==> config.mk <==
export PLATFORM = sky130hd
export DESIGN_NAME = mul_div_unit
export DESIGN_NICKNAME = d
export VERILOG_FILES = /design/src/rtl/mul_div_unit.sv
export SDC_FILE = /design/constraint.sdc
export NUM_CORES = 1
export LEC_CHECK = 0
export ABC_CLOCK_PERIOD_IN_PS = 6600
export BUFFER_PORTS_ARGS = -buffer_cell sky130_fd_sc_hd__clkbuf_2
export CORE_MARGIN = 1
export CORE_UTILIZATION = 35
export CTS_CLUSTER_DIAMETER = 120
export DETAILED_ROUTE_END_ITERATION = 8
export GPL_TIMING_DRIVEN = 0
export PLACE_DENSITY_LB_ADDON = 0.12
export REMOVE_ABC_BUFFERS = 1
export SLEW_MARGIN = 20
export SYNTH_ARGS = -nofsm -noshare
export SYNTH_HDL_FRONTEND = slang
export SYNTH_SLANG_ARGS = --single-unit
==> constraint.sdc <==
create_clock -name clk -period 6.6 [get_ports clk]
set_input_delay 0.66 -clock clk [delete_from_list [all_inputs] [get_ports clk]]
set_output_delay 0.66 -clock clk [all_outputs]
set_load 0.03 [all_outputs]
==> src/rtl/mul_div_unit.sv <==
// Iterative 32-bit multiply/divide unit owning the HI/LO registers.
// One result bit per cycle: shift-add multiply, restoring divide, then sign fix-up.
module mul_div_unit (
   input  logic        clk,
   input  logic        reset,
   input  logic        start,
   input  logic [1:0]  op,
   input  logic [31:0] a,
   input  logic [31:0] b,
   input  logic        mthi,
   input  logic        mtlo,
   input  logic [31:0] wdata,
   output logic        busy,
   output logic        done,
   output logic [31:0] hi,
   output logic [31:0] lo
);

   typedef enum logic [1:0] {StIdle, StCalc, StFix} state_e;

   state_e      state_q, state_d;
   logic [1:0]  op_q, op_d;
   logic [31:0] a_orig_q, a_orig_d;
   logic [31:0] opnd_q, opnd_d;
   logic [63:0] acc_q, acc_d;
   logic [5:0]  cnt_q, cnt_d;
   logic        neg_a_q, neg_a_d;
   logic        neg_b_q, neg_b_d;
   logic [31:0] hi_q, hi_d;
   logic [31:0] lo_q, lo_d;
   logic        done_q, done_d;

   logic        in_neg_a, in_neg_b;
   logic [31:0] a_mag, b_mag;
   logic [32:0] mul_sum;
   logic [32:0] div_shift;
   logic        div_ge;
   logic [31:0] div_sub;
   logic [63:0] prod_fix;
   logic [31:0] quo_fix, rem_fix;

   // Magnitudes of the issuing operands; only signed ops (op[0]=0) take them.
   assign in_neg_a = ~op[0] & a[31];
   assign in_neg_b = ~op[0] & b[31];
   assign a_mag    = in_neg_a ? (~a + 32'd1) : a;
   assign b_mag    = in_neg_b ? (~b + 32'd1) : b;

   // Multiply: acc = {partial product, remaining multiplier bits}.
   assign mul_sum = {1'b0, acc_q[63:32]} + (acc_q[0] ? {1'b0, opnd_q} : 33'd0);

   // Divide: acc = {remainder, dividend bits shifting into quotient}.
   assign div_shift = {acc_q[63:32], acc_q[31]};
   assign div_ge    = div_shift >= {1'b0, opnd_q};
   assign div_sub   = div_shift[31:0] - opnd_q;

   assign prod_fix = (neg_a_q ^ neg_b_q) ? (~acc_q + 64'd1) : acc_q;
   assign quo_fix  = (neg_a_q ^ neg_b_q) ? (~acc_q[31:0] + 32'd1) : acc_q[31:0];
   assign rem_fix  = neg_a_q ? (~acc_q[63:32] + 32'd1) : acc_q[63:32];

   always_comb begin
      state_d  = state_q;
      op_d     = op_q;
      a_orig_d = a_orig_q;
      opnd_d   = opnd_q;
      acc_d    = acc_q;
      cnt_d    = cnt_q;
      neg_a_d  = neg_a_q;
      neg_b_d  = neg_b_q;
      hi_d     = hi_q;
      lo_d     = lo_q;
      done_d   = 1'b0;

      unique case (state_q)
         StIdle: begin
            if (start) begin
               op_d     = op;
               a_orig_d = a;
               neg_a_d  = in_neg_a;
               neg_b_d  = in_neg_b;
               cnt_d    = 6'd0;
               if (op[1]) begin
                  opnd_d = b_mag;
                  acc_d  = {32'd0, a_mag};
               end else begin
                  opnd_d = a_mag;
                  acc_d  = {32'd0, b_mag};
               end
               state_d = StCalc;
            end else begin
               if (mthi) hi_d = wdata;
               if (mtlo) lo_d = wdata;
            end
         end

         StCalc: begin
            if (op_q[1]) begin
               acc_d = div_ge ? {div_sub, acc_q[30:0], 1'b1}
                              : {div_shift[31:0], acc_q[30:0], 1'b0};
            end else begin
               acc_d = {mul_sum, acc_q[31:1]};
            end
            cnt_d = cnt_q + 6'd1;
            if (cnt_q == 6'd31) state_d = StFix;
         end

         StFix: begin
            if (op_q[1]) begin
               // Divide by zero bypasses sign fix: HI keeps the raw dividend.
               if (opnd_q == 32'd0) begin
                  hi_d = a_orig_q;
                  lo_d = 32'hFFFF_FFFF;
               end else begin
                  hi_d = rem_fix;
                  lo_d = quo_fix;
               end
            end else begin
               hi_d = prod_fix[63:32];
               lo_d = prod_fix[31:0];
            end
            done_d  = 1'b1;
            state_d = StIdle;
         end

         default: state_d = StIdle;
      endcase
   end

   always_ff @(posedge clk) begin
      if (reset) begin
         state_q  <= StIdle;
         op_q     <= 2'd0;
         a_orig_q <= 32'd0;
         opnd_q   <= 32'd0;
         acc_q    <= 64'd0;
         cnt_q    <= 6'd0;
         neg_a_q  <= 1'b0;
         neg_b_q  <= 1'b0;
         hi_q     <= 32'd0;
         lo_q     <= 32'd0;
         done_q   <= 1'b0;
      end else begin
         state_q  <= state_d;
         op_q     <= op_d;
         a_orig_q <= a_orig_d;
         opnd_q   <= opnd_d;
         acc_q    <= acc_d;
         cnt_q    <= cnt_d;
         neg_a_q  <= neg_a_d;
         neg_b_q  <= neg_b_d;
         hi_q     <= hi_d;
         lo_q     <= lo_d;
         done_q   <= done_d;
      end
   end

   assign busy = (state_q != StIdle);
   assign done = done_q;
   assign hi   = hi_q;
   assign lo   = lo_q;

endmodule

=== After elaboration in Yosys (flattened, before gate mapping) ===
Cells that the tools add are included.

* Logic and storage cells: 75
* Register bits after elaboration: 205

* Bitwise operators: 9
* $lt $le $gt $ge: 1
* Add/sub/neg operators: 8
* Reduce and logical (&&, ||, !) cells: 10
* Mux-type cells: 28
* Eq/ne operators: 8

{| class="wikitable"
|+ Operators with widths
! cell !! number
|-
| $mux W32 || 15
|-
| $mux W64 || 4
|-
| $add A32 B1 Y32 const B || 4
|-
| $not A32 Y32 || 4
|-
| $pmux W32 S2 || 2
|-
| $pmux W64 S2 || 1
|-
| $add A64 B1 Y64 const B || 1
|-
| $not A64 Y64 || 1
|-
| $add A32 B32 Y33 || 1
|-
| $ge A33 B32 Y1 || 1
|-
| $logic_not A32 Y1 || 1
|-
| $sub A32 B32 Y32 || 1
|-
| $pmux W6 S2 || 1
|-
| $ne A2 B2 Y1 const B || 5
|-
| $add A6 B1 Y6 const B || 1
|-
| $eq A6 B5 Y1 const B || 1
|-
| $mux W6 || 1
|-
| $reduce_and A2 Y1 || 3
|-
| $reduce_and A3 Y1 || 2
|-
| $reduce_bool A2 Y1 || 3
|-
| $mux W2 || 2
|-
| $pmux W2 S2 || 1
|-
| $and A1 B1 Y1 || 2
|-
| $eq A2 B1 Y1 const B || 1
|-
| 5 further kinds || 5
|}

=== Longest topological paths before layout ===
Gate-level depths: netlist of run 1.

* Word-level depth: 6
* Mapped depth: 16
* Gate-level depth less buffers: 14

=== Worst setup path before layout of run 1 ===
OpenSTA, ideal clock, no wires.

* Kind: reg2reg
* Start: reg acc_q[0]
* End: reg acc_q[63]
* Stages on the path, launching flop included: 16
* Arrival time: 3.559 ns
* Required time: 6.522 ns
* Setup time: 0.078 ns
* Slack: 2.964 ns
* Cells stage by stage: dfxtp_1 clkbuf_1 and2_1 ha_1 inv_1 fa_1 nand2b_1 a211o_1 a211oi_2 a21oi_1 a311oi_2 nand4_1 a41o_1 or3_1 a311o_1 nor3_1

* Cells in the longest elaborated chain, start to end: 4

{| class="wikitable"
|+ RTL lines
! element !! RTL line !! RTL
|-
| from (decl) || 25 || <nowiki>logic [63:0] acc_q, acc_d;</nowiki>
|-
| from (signal assigned) || 134 || <nowiki>acc_q <= 64'd0;</nowiki>
|-
| from (signal assigned) || 146 || <nowiki>acc_q <= acc_d;</nowiki>
|-
| $mux W32 || 49 || <nowiki>assign mul_sum = {1'b0, acc_q[63:32]} + (acc_q[0] ? {1'b0, opnd_q} : 33'd0);</nowiki>
|-
| $add A32 B32 Y33 || 49 ||
|-
| $mux W64 || 96 || <nowiki>if (op_q[1]) begin</nowiki>
|-
| $pmux W64 S2 || 73 || <nowiki>unique case (state_q)</nowiki>
|}

Every way passes these cells.
A chain may end at the register's enable or synchronous reset.

=== Final worst setup path of run 1 ===
Ends and elaborated chain as after synthesis.

==> flow_summary.ini, run 1 <==
[drt]
routed_wl_um = 60700
wl_per_cell_um = 21.0
drt-initial-drc-count = 1141
drt_pass1_iterations = 5
via_per_inst = 5.80
num_vias = 16800
remaining_drc_errors = 0
postRouteAntennaNets = 0

[global_routing]
grt.total_usage_pct = 25.0
grt_antenna_before_repair = 1
grt_pass1_wl_um = 92400
grt_pass1_vias = 15600
grt_start_max_net_pins = 92
grt-ovfl-total = 0

[synthesis]
synth_flop_cell = dfxtp_1
syn_avg_cell_area_um2 = 7.29
synth_edf_count = 0
ys_types = 72
yosysWarnings = 0
synth_cells = 2235
synth.area.top_cells = dfxtp_1 (25%), a21oi_1 (7.8%), nand2_1 (7.0%), xnor2_1 (5.8%), ha_1 (5.3%)
synth_top_cell_by_area = dfxtp_1
synth_top_area_share_pct = 25.1
ys_ff_latch = 204
seq_area_frac_synth_pct = 25.1
syn_area_um2 = 16300
synth.most_common_cell = nand2_1
synth_common_cells = nand2_1 (302), a21oi_1 (253), dfxtp_1 (204), nor2_1 (196), clkbuf_1 (158)
ys_async_sr_fraction_pct = 0

[place]
post-place-cells = 2848
dp_hpwl_um = 46500
placed_area_um2 = 17800
portBuffers = 168
place_congestion = 0.927

[timing]
finalCritPeriodShare_pct = 66.5
worstMarginPinSlew_ps = 1090
finalSetupTns_ps = 0
rsz0062_at_grt = false
relSlewSlack_pct = 27.1
post-route-min-period_ps = 4390
final-setup-viol-count = 0
fin_skew_ps = 16.0
slew_viol_final = 0
fmax_mhz = 228
hold_viol_final = 0

[status]
status = finished clean

[clocking]
clock_latency_ps = 550
cts_buffer_depth = 3
cts_setup_buffers = 0
clk_pin_slew_ps = 60
cts_tree = done
clock-sinks = 204
h-tree-depth = 1
numCtsBuffers = 25
cts_resized = 0
cts_root_buf = clkbuf_16
cts_hold_buf = 0

[hold_path]
holdPathEnd = a_orig_q[31]$_SDFFE_PP0P_
hold_depth = 3
hold_start = a[31]
holdCritPathClass = primary input to flip-flop

[setup_path]
critPathLaunchType = flip-flop
r2r_cells = 14
r2r-start = acc_q[0]$_SDFFE_PP0P_
arrival_ps = 4860
reg2reg_to = acc_q[63]$_SDFFE_PP0P_
path_class = flip-flop to flip-flop
rrSetupSlack_ps = 2210
critPathMaxFanout = 8
end_kind = flip-flop
critPathRequiredTime_ps = 7070

[floorplanning]
core_um2 = 45700
ios = 169
die_area_um2 = 47400
dieHeight_um = 218
num_rows = 78
initial_core_util_pct = 35.7
fp.dieW_um = 218

[layout]
layout-drive-gt1-share_pct = 12.2
area_growth_pct = 14.5
final_cell_area_um2 = 18700
utilization_pct = 40.8
final_cells = 2893
fin_nets = 2449

[job]
max_cap_viol_count = 0

[power_and_ir_drop]
powerDensity_nw_per_um2 = 211
power_mw = 3.94
peakVddDrop_mv = 0.170
power_leakage_nw = 7.20
[sequential cells by signal (all words and copies together) (netlist names)]
register	count
neg_a_q	1
done	1
opnd_q	32
cnt_q	6
acc_q	64
hi	32
op_q	1
state_q	2
neg_b_q	1
a_orig_q	32
lo	32
[kinds of logic after synthesis]
kind of cell	Yosys count	synth area share [%]
fa+ha+maj	71	5.54
buf+inv	239	5.61
compound gates	741	29.1
simple gates	724	20.4
mux	61	3.79
xor+xnor	195	10.5
flops	204	25.1
[per-stage QoR]
stage | setup WS (ps) | hold slack (ps)
after floorplan | 1300 | 427
after global placement | -3230 | 439
after detailed placement | 1790 | 445
after CTS | 1770 | 373
after global routing | 1740 | 390
final | 2210 | 387
[area by class of cell]
type / count / area, um^2
diodes: 1 / 2.50
repair buffers: 191 / 1320
flip-flops and latches: 204 / 4090
clock inverters: 7 / 118
multi-input cells: 1792 / 11400
clock buffers: 37 / 741
inverters: 61 / 229
well taps: 600 / 751
fillers: 4838 / 27000
[critical path, cell delays in order, from the launching register on]
cell and delay [ps]:
dfxtp_1 570, and2_1 190, ha_1 210, inv_1 70
fa_1 420, nand2b_1 190, a211o_1 320, a211oi_2 290
a21oi_1 160, a311oi_2 400, nand4_1 240, a41o_1 340
or3_1 360, a311o_1 360, nor3_1 190
[worst max-delay path by stage]
stage                          startpoint                     end  slack, ps  cells after the start
global placement     op_q[1]$_SDFFE_PP0P_      lo[7]$_SDFFE_PP0P_      -3230                      5
detailed placement  acc_q[0]$_SDFFE_PP0P_  acc_q[62]$_SDFFE_PP0P_       1790                     13
CTS                 acc_q[0]$_SDFFE_PP0P_  acc_q[62]$_SDFFE_PP0P_       1770                     13
finish              acc_q[0]$_SDFFE_PP0P_  acc_q[63]$_SDFFE_PP0P_       2210                     14
floorplan            op_q[1]$_SDFFE_PP0P_      lo[0]$_SDFFE_PP0P_       1300                      5
global route        acc_q[0]$_SDFFE_PP0P_  acc_q[62]$_SDFFE_PP0P_       1740                     13
[power by group]
group | total, mW | internal (mW) | switching, mW
clock | 1.48 | 0.889 | 0.591
sequential | 1.41 | 1.30 | 0.102
combinational | 1.06 | 0.398 | 0.657
[cells in the final DEF (no fill, tap or decap), types with 8 or more instances in the layout]
master,count
a211oi_1,67
a21o_1,35
a21oi_1,253
a221oi_1,20
a22oi_1,21
a31oi_1,13
and2_1,9
and3_1,9
buf_16,9
clkbuf_16,25
clkbuf_2,166
clkbuf_8,8
dfxtp_1,202
ha_1,69
inv_1,59
mux2i_1,55
nand2_1,302
nand2b_1,13
nand3_1,28
nand4_1,16
nor2_1,190
nor2b_1,17
nor3_1,37
nor4_1,26
o211ai_1,45
o21ai_0,127
o21bai_1,8
o221ai_1,54
o31ai_1,29
o41ai_1,16
or3_1,16
or4_1,15
xnor2_1,106
xor2_1,87
[per-layer routing]
metal	routed length (um)	track usage [%]
met2	27500	39.9
met3	3310	3.36
met5	0	0
met1	27800	34.4
met4	2100	8.39
No activity file was read; power rests on OpenSTA's default activity.
==> run 2: changes to the inputs <==
--- a/config.mk
+++ b/config.mk
@@ -5,7 +5,7 @@
 export SDC_FILE = /design/constraint.sdc
 export NUM_CORES = 1
 export LEC_CHECK = 0
-export ABC_CLOCK_PERIOD_IN_PS = 6600
+export ABC_CLOCK_PERIOD_IN_PS = 4200
 export BUFFER_PORTS_ARGS = -buffer_cell sky130_fd_sc_hd__clkbuf_2
 export CORE_MARGIN = 1
 export CORE_UTILIZATION = 35
==> constraint.sdc (replaced) <==
create_clock -name clk -period 4.2 [get_ports clk]
set_input_delay 0.42 -clock clk [delete_from_list [all_inputs] [get_ports clk]]
set_output_delay 0.42 -clock clk [all_outputs]
set_load 0.03 [all_outputs]
==> flow_summary.ini, run 2 (synthesis gave the netlist of run 1 again) <==
[setup_path]
cp_top_family = simple AND/OR/NAND/NOR gates
cp_num_buf_inv = 2
critPathLaunchType = flip-flop
r2r_cells = 11
slowest_stage = or2_1
crit_chain = buf_4 -> clkinvlp_4 -> ha_1 -> nor2b_2 -> nand4_1 -> or2_1 -> nor3_1 -> a21oi_1 -> o221ai_1 -> o211ai_1 -> a21oi_1
end_kind = flip-flop
cpMostUsedCell = a21oi_1
arrival_ps = 4440
rrSetupSlack_ps = 230
critPathRequiredTime_ps = 4670
reg2reg_to = hi[26]$_SDFFE_PP0P_
critPathMaxFanout = 15
cpPeakStageDelay_ps = 580
r2r-start = acc_q[0]$_SDFFE_PP0P_
path_class = flip-flop to flip-flop

[layout]
multi_input_area_um2 = 11500
fin_nets = 2456
fillers = 4829
mostFrequentLayoutCells = nand2_1 (302), a21oi_1 (252), dfxtp_1 (199)
regMostFlops = acc_q
layout-drive-gt1-share_pct = 12.9
largest_register_ffs = 64
area_growth_pct = 15.2
utilization_pct = 41.1
layout_commonest_cell = nand2_1
seq_area_um2 = 4100

[timing]
worstMarginPinSlew_ps = 1060
slew_viol_final = 0
fmax_mhz = 252
fin_skew_ps = 16.6
rsz0062_at_grt = false
finalSetupTns_ps = 0
relSlewSlack_pct = 29.0
post-route-min-period_ps = 3970
hold_viol_final = 0
final-setup-viol-count = 0
finalCritPeriodShare_pct = 94.5

[drt]
num_vias = 16800
via_per_inst = 5.80
drt_pass1_iterations = 5
routed_wl_um = 61300
remaining_drc_errors = 0
dr_wl_met3_um = 3590
routed-wl-met2_um = 27600
met1Wirelength_um = 27800
postRouteAntennaNets = 0
drt-initial-drc-count = 1112
highest_layer = met4
wl_per_cell_um = 21.1

[global_routing]
grt_pass1_vias = 15600
grt_start_max_net_pins = 92
grt_pass1_wl_um = 92800
grt_antenna_before_repair = 1
grt-ovfl-total = 0
grt.total_usage_pct = 25.2

[clocking]
h-tree-depth = 1
clk_pin_slew_ps = 60
clock_latency_ps = 550
cts_root_buf = clkbuf_16
cts_tree = done
cts_buffer_depth = 3
numCtsBuffers = 25
cts_hold_buf = 0
clock-sinks = 204

[power_and_ir_drop]
internal_power_mw = 4.08
powerDensity_nw_per_um2 = 331
power_frac_clock_pct = 37.4
seq_power_share_pct = 35.5
power_mw = 6.22
peakVddDrop_mv = 0.267
comb_power_share_pct = 27.1
switching_share_pct = 34.4
power_leakage_nw = 7.23
switchingPower_mw = 2.14

[job]
max_cap_viol_count = 0

[floorplanning]
num_rows = 78
core_um2 = 45700
die_area_um2 = 47400
dieHeight_um = 218
initial_core_util_pct = 35.7
fp.dieW_um = 218
ios = 169

[hold_path]
holdCritPathClass = primary input to flip-flop
hold_depth = 3
hold_start = a[28]
holdPathEnd = a_orig_q[28]$_SDFFE_PP0P_

[place]
dp_hpwl_um = 46500
place_congestion = 0.927
portBuffers = 168

[status]
status = finished clean
-- run 2: cell types whose count changed in the layout (fill, tap and decap cells not counted), sizes merged --
cell | before | now
buf | 23 | 29
clkinvlp | 0 | 2
inv | 60 | 59
-- run 2: power by group through the flow --
stage | registers (mW) | logic, mW | clock network [mW]
floorplan | 2.26 | 1.03 | 0
global placement | 2.26 | 1.58 | 0
detailed placement | 2.25 | 1.64 | 0
CTS | 2.21 | 1.66 | 2.37
global route | 2.22 | 1.84 | 2.44
finish | 2.21 | 1.68 | 2.33
-- run 2: per-stage QoR --
step           setup slack [ps]  hold slack (ps)  cells  area, um^2
4_1_cts                    74.9              133   2898       18700
5_1_grt                    19.5              150   2899       18800
6_report                    232              154   2900       18800
3_3_place_gp              -5630              439   2825       17200
3_5_place_dp               -607              445   2848       17800
2_1_floorplan             -1100              427   2057       15600
-- run 2: cell type report --
| type | instances | area share (%) |
|---|---|---|
| Multi-Input combinational cell | 1792 | 61.0 |
| Sequential cell | 204 | 21.8 |
| Timing Repair Buffer | 197 | 7.27 |
| Tap cell | 600 | 4.00 |
| Clock buffer | 37 | 3.95 |
| Inverter | 61 | 1.24 |
| Clock inverter | 7 | 0.627 |
| Timing Repair inverter | 1 | 0.0400 |
| Antenna cell | 1 | 0.0133 |
-- run 2: worst max path at each step --
stage	from	endpoint	slack (ps)	cells past startpoint
after global placement	op_q[1]$_SDFFE_PP0P_	lo[7]$_SDFFE_PP0P_	-5630	5
after detailed placement	acc_q[0]$_SDFFE_PP0P_	acc_q[62]$_SDFFE_PP0P_	-610	13
final	acc_q[0]$_SDFFE_PP0P_	hi[26]$_SDFFE_PP0P_	230	11
after global routing	acc_q[0]$_SDFFE_PP0P_	hi[5]$_SDFFE_PP0P_	20	8
after floorplan	op_q[1]$_SDFFE_PP0P_	lo[0]$_SDFFE_PP0P_	-1100	5
after CTS	opnd_q[0]$_SDFFE_PP0P_	acc_q[63]$_SDFFE_PP0P_	70	14
-- run 2: worst min-delay path: stages --
cell and delay [ps]:
clkbuf_2 120, nand2_1 70, a21oi_1 50
-- run 2: repair_timing --
item,in CTS,in global routing
setup endpoints to repair,22,4
buffers inserted,5,1
pin swaps,1,6
hold endpoints to repair,0,0
gates resized for setup,6,9
cloned,1,0
-- run 2: metal layers --
layer	global-route usage [%]	up-vias
met5	0	-
met4	8.83	0
met3	3.85	101
met2	40.0	474
met1	34.4	8029
li1	-	8205
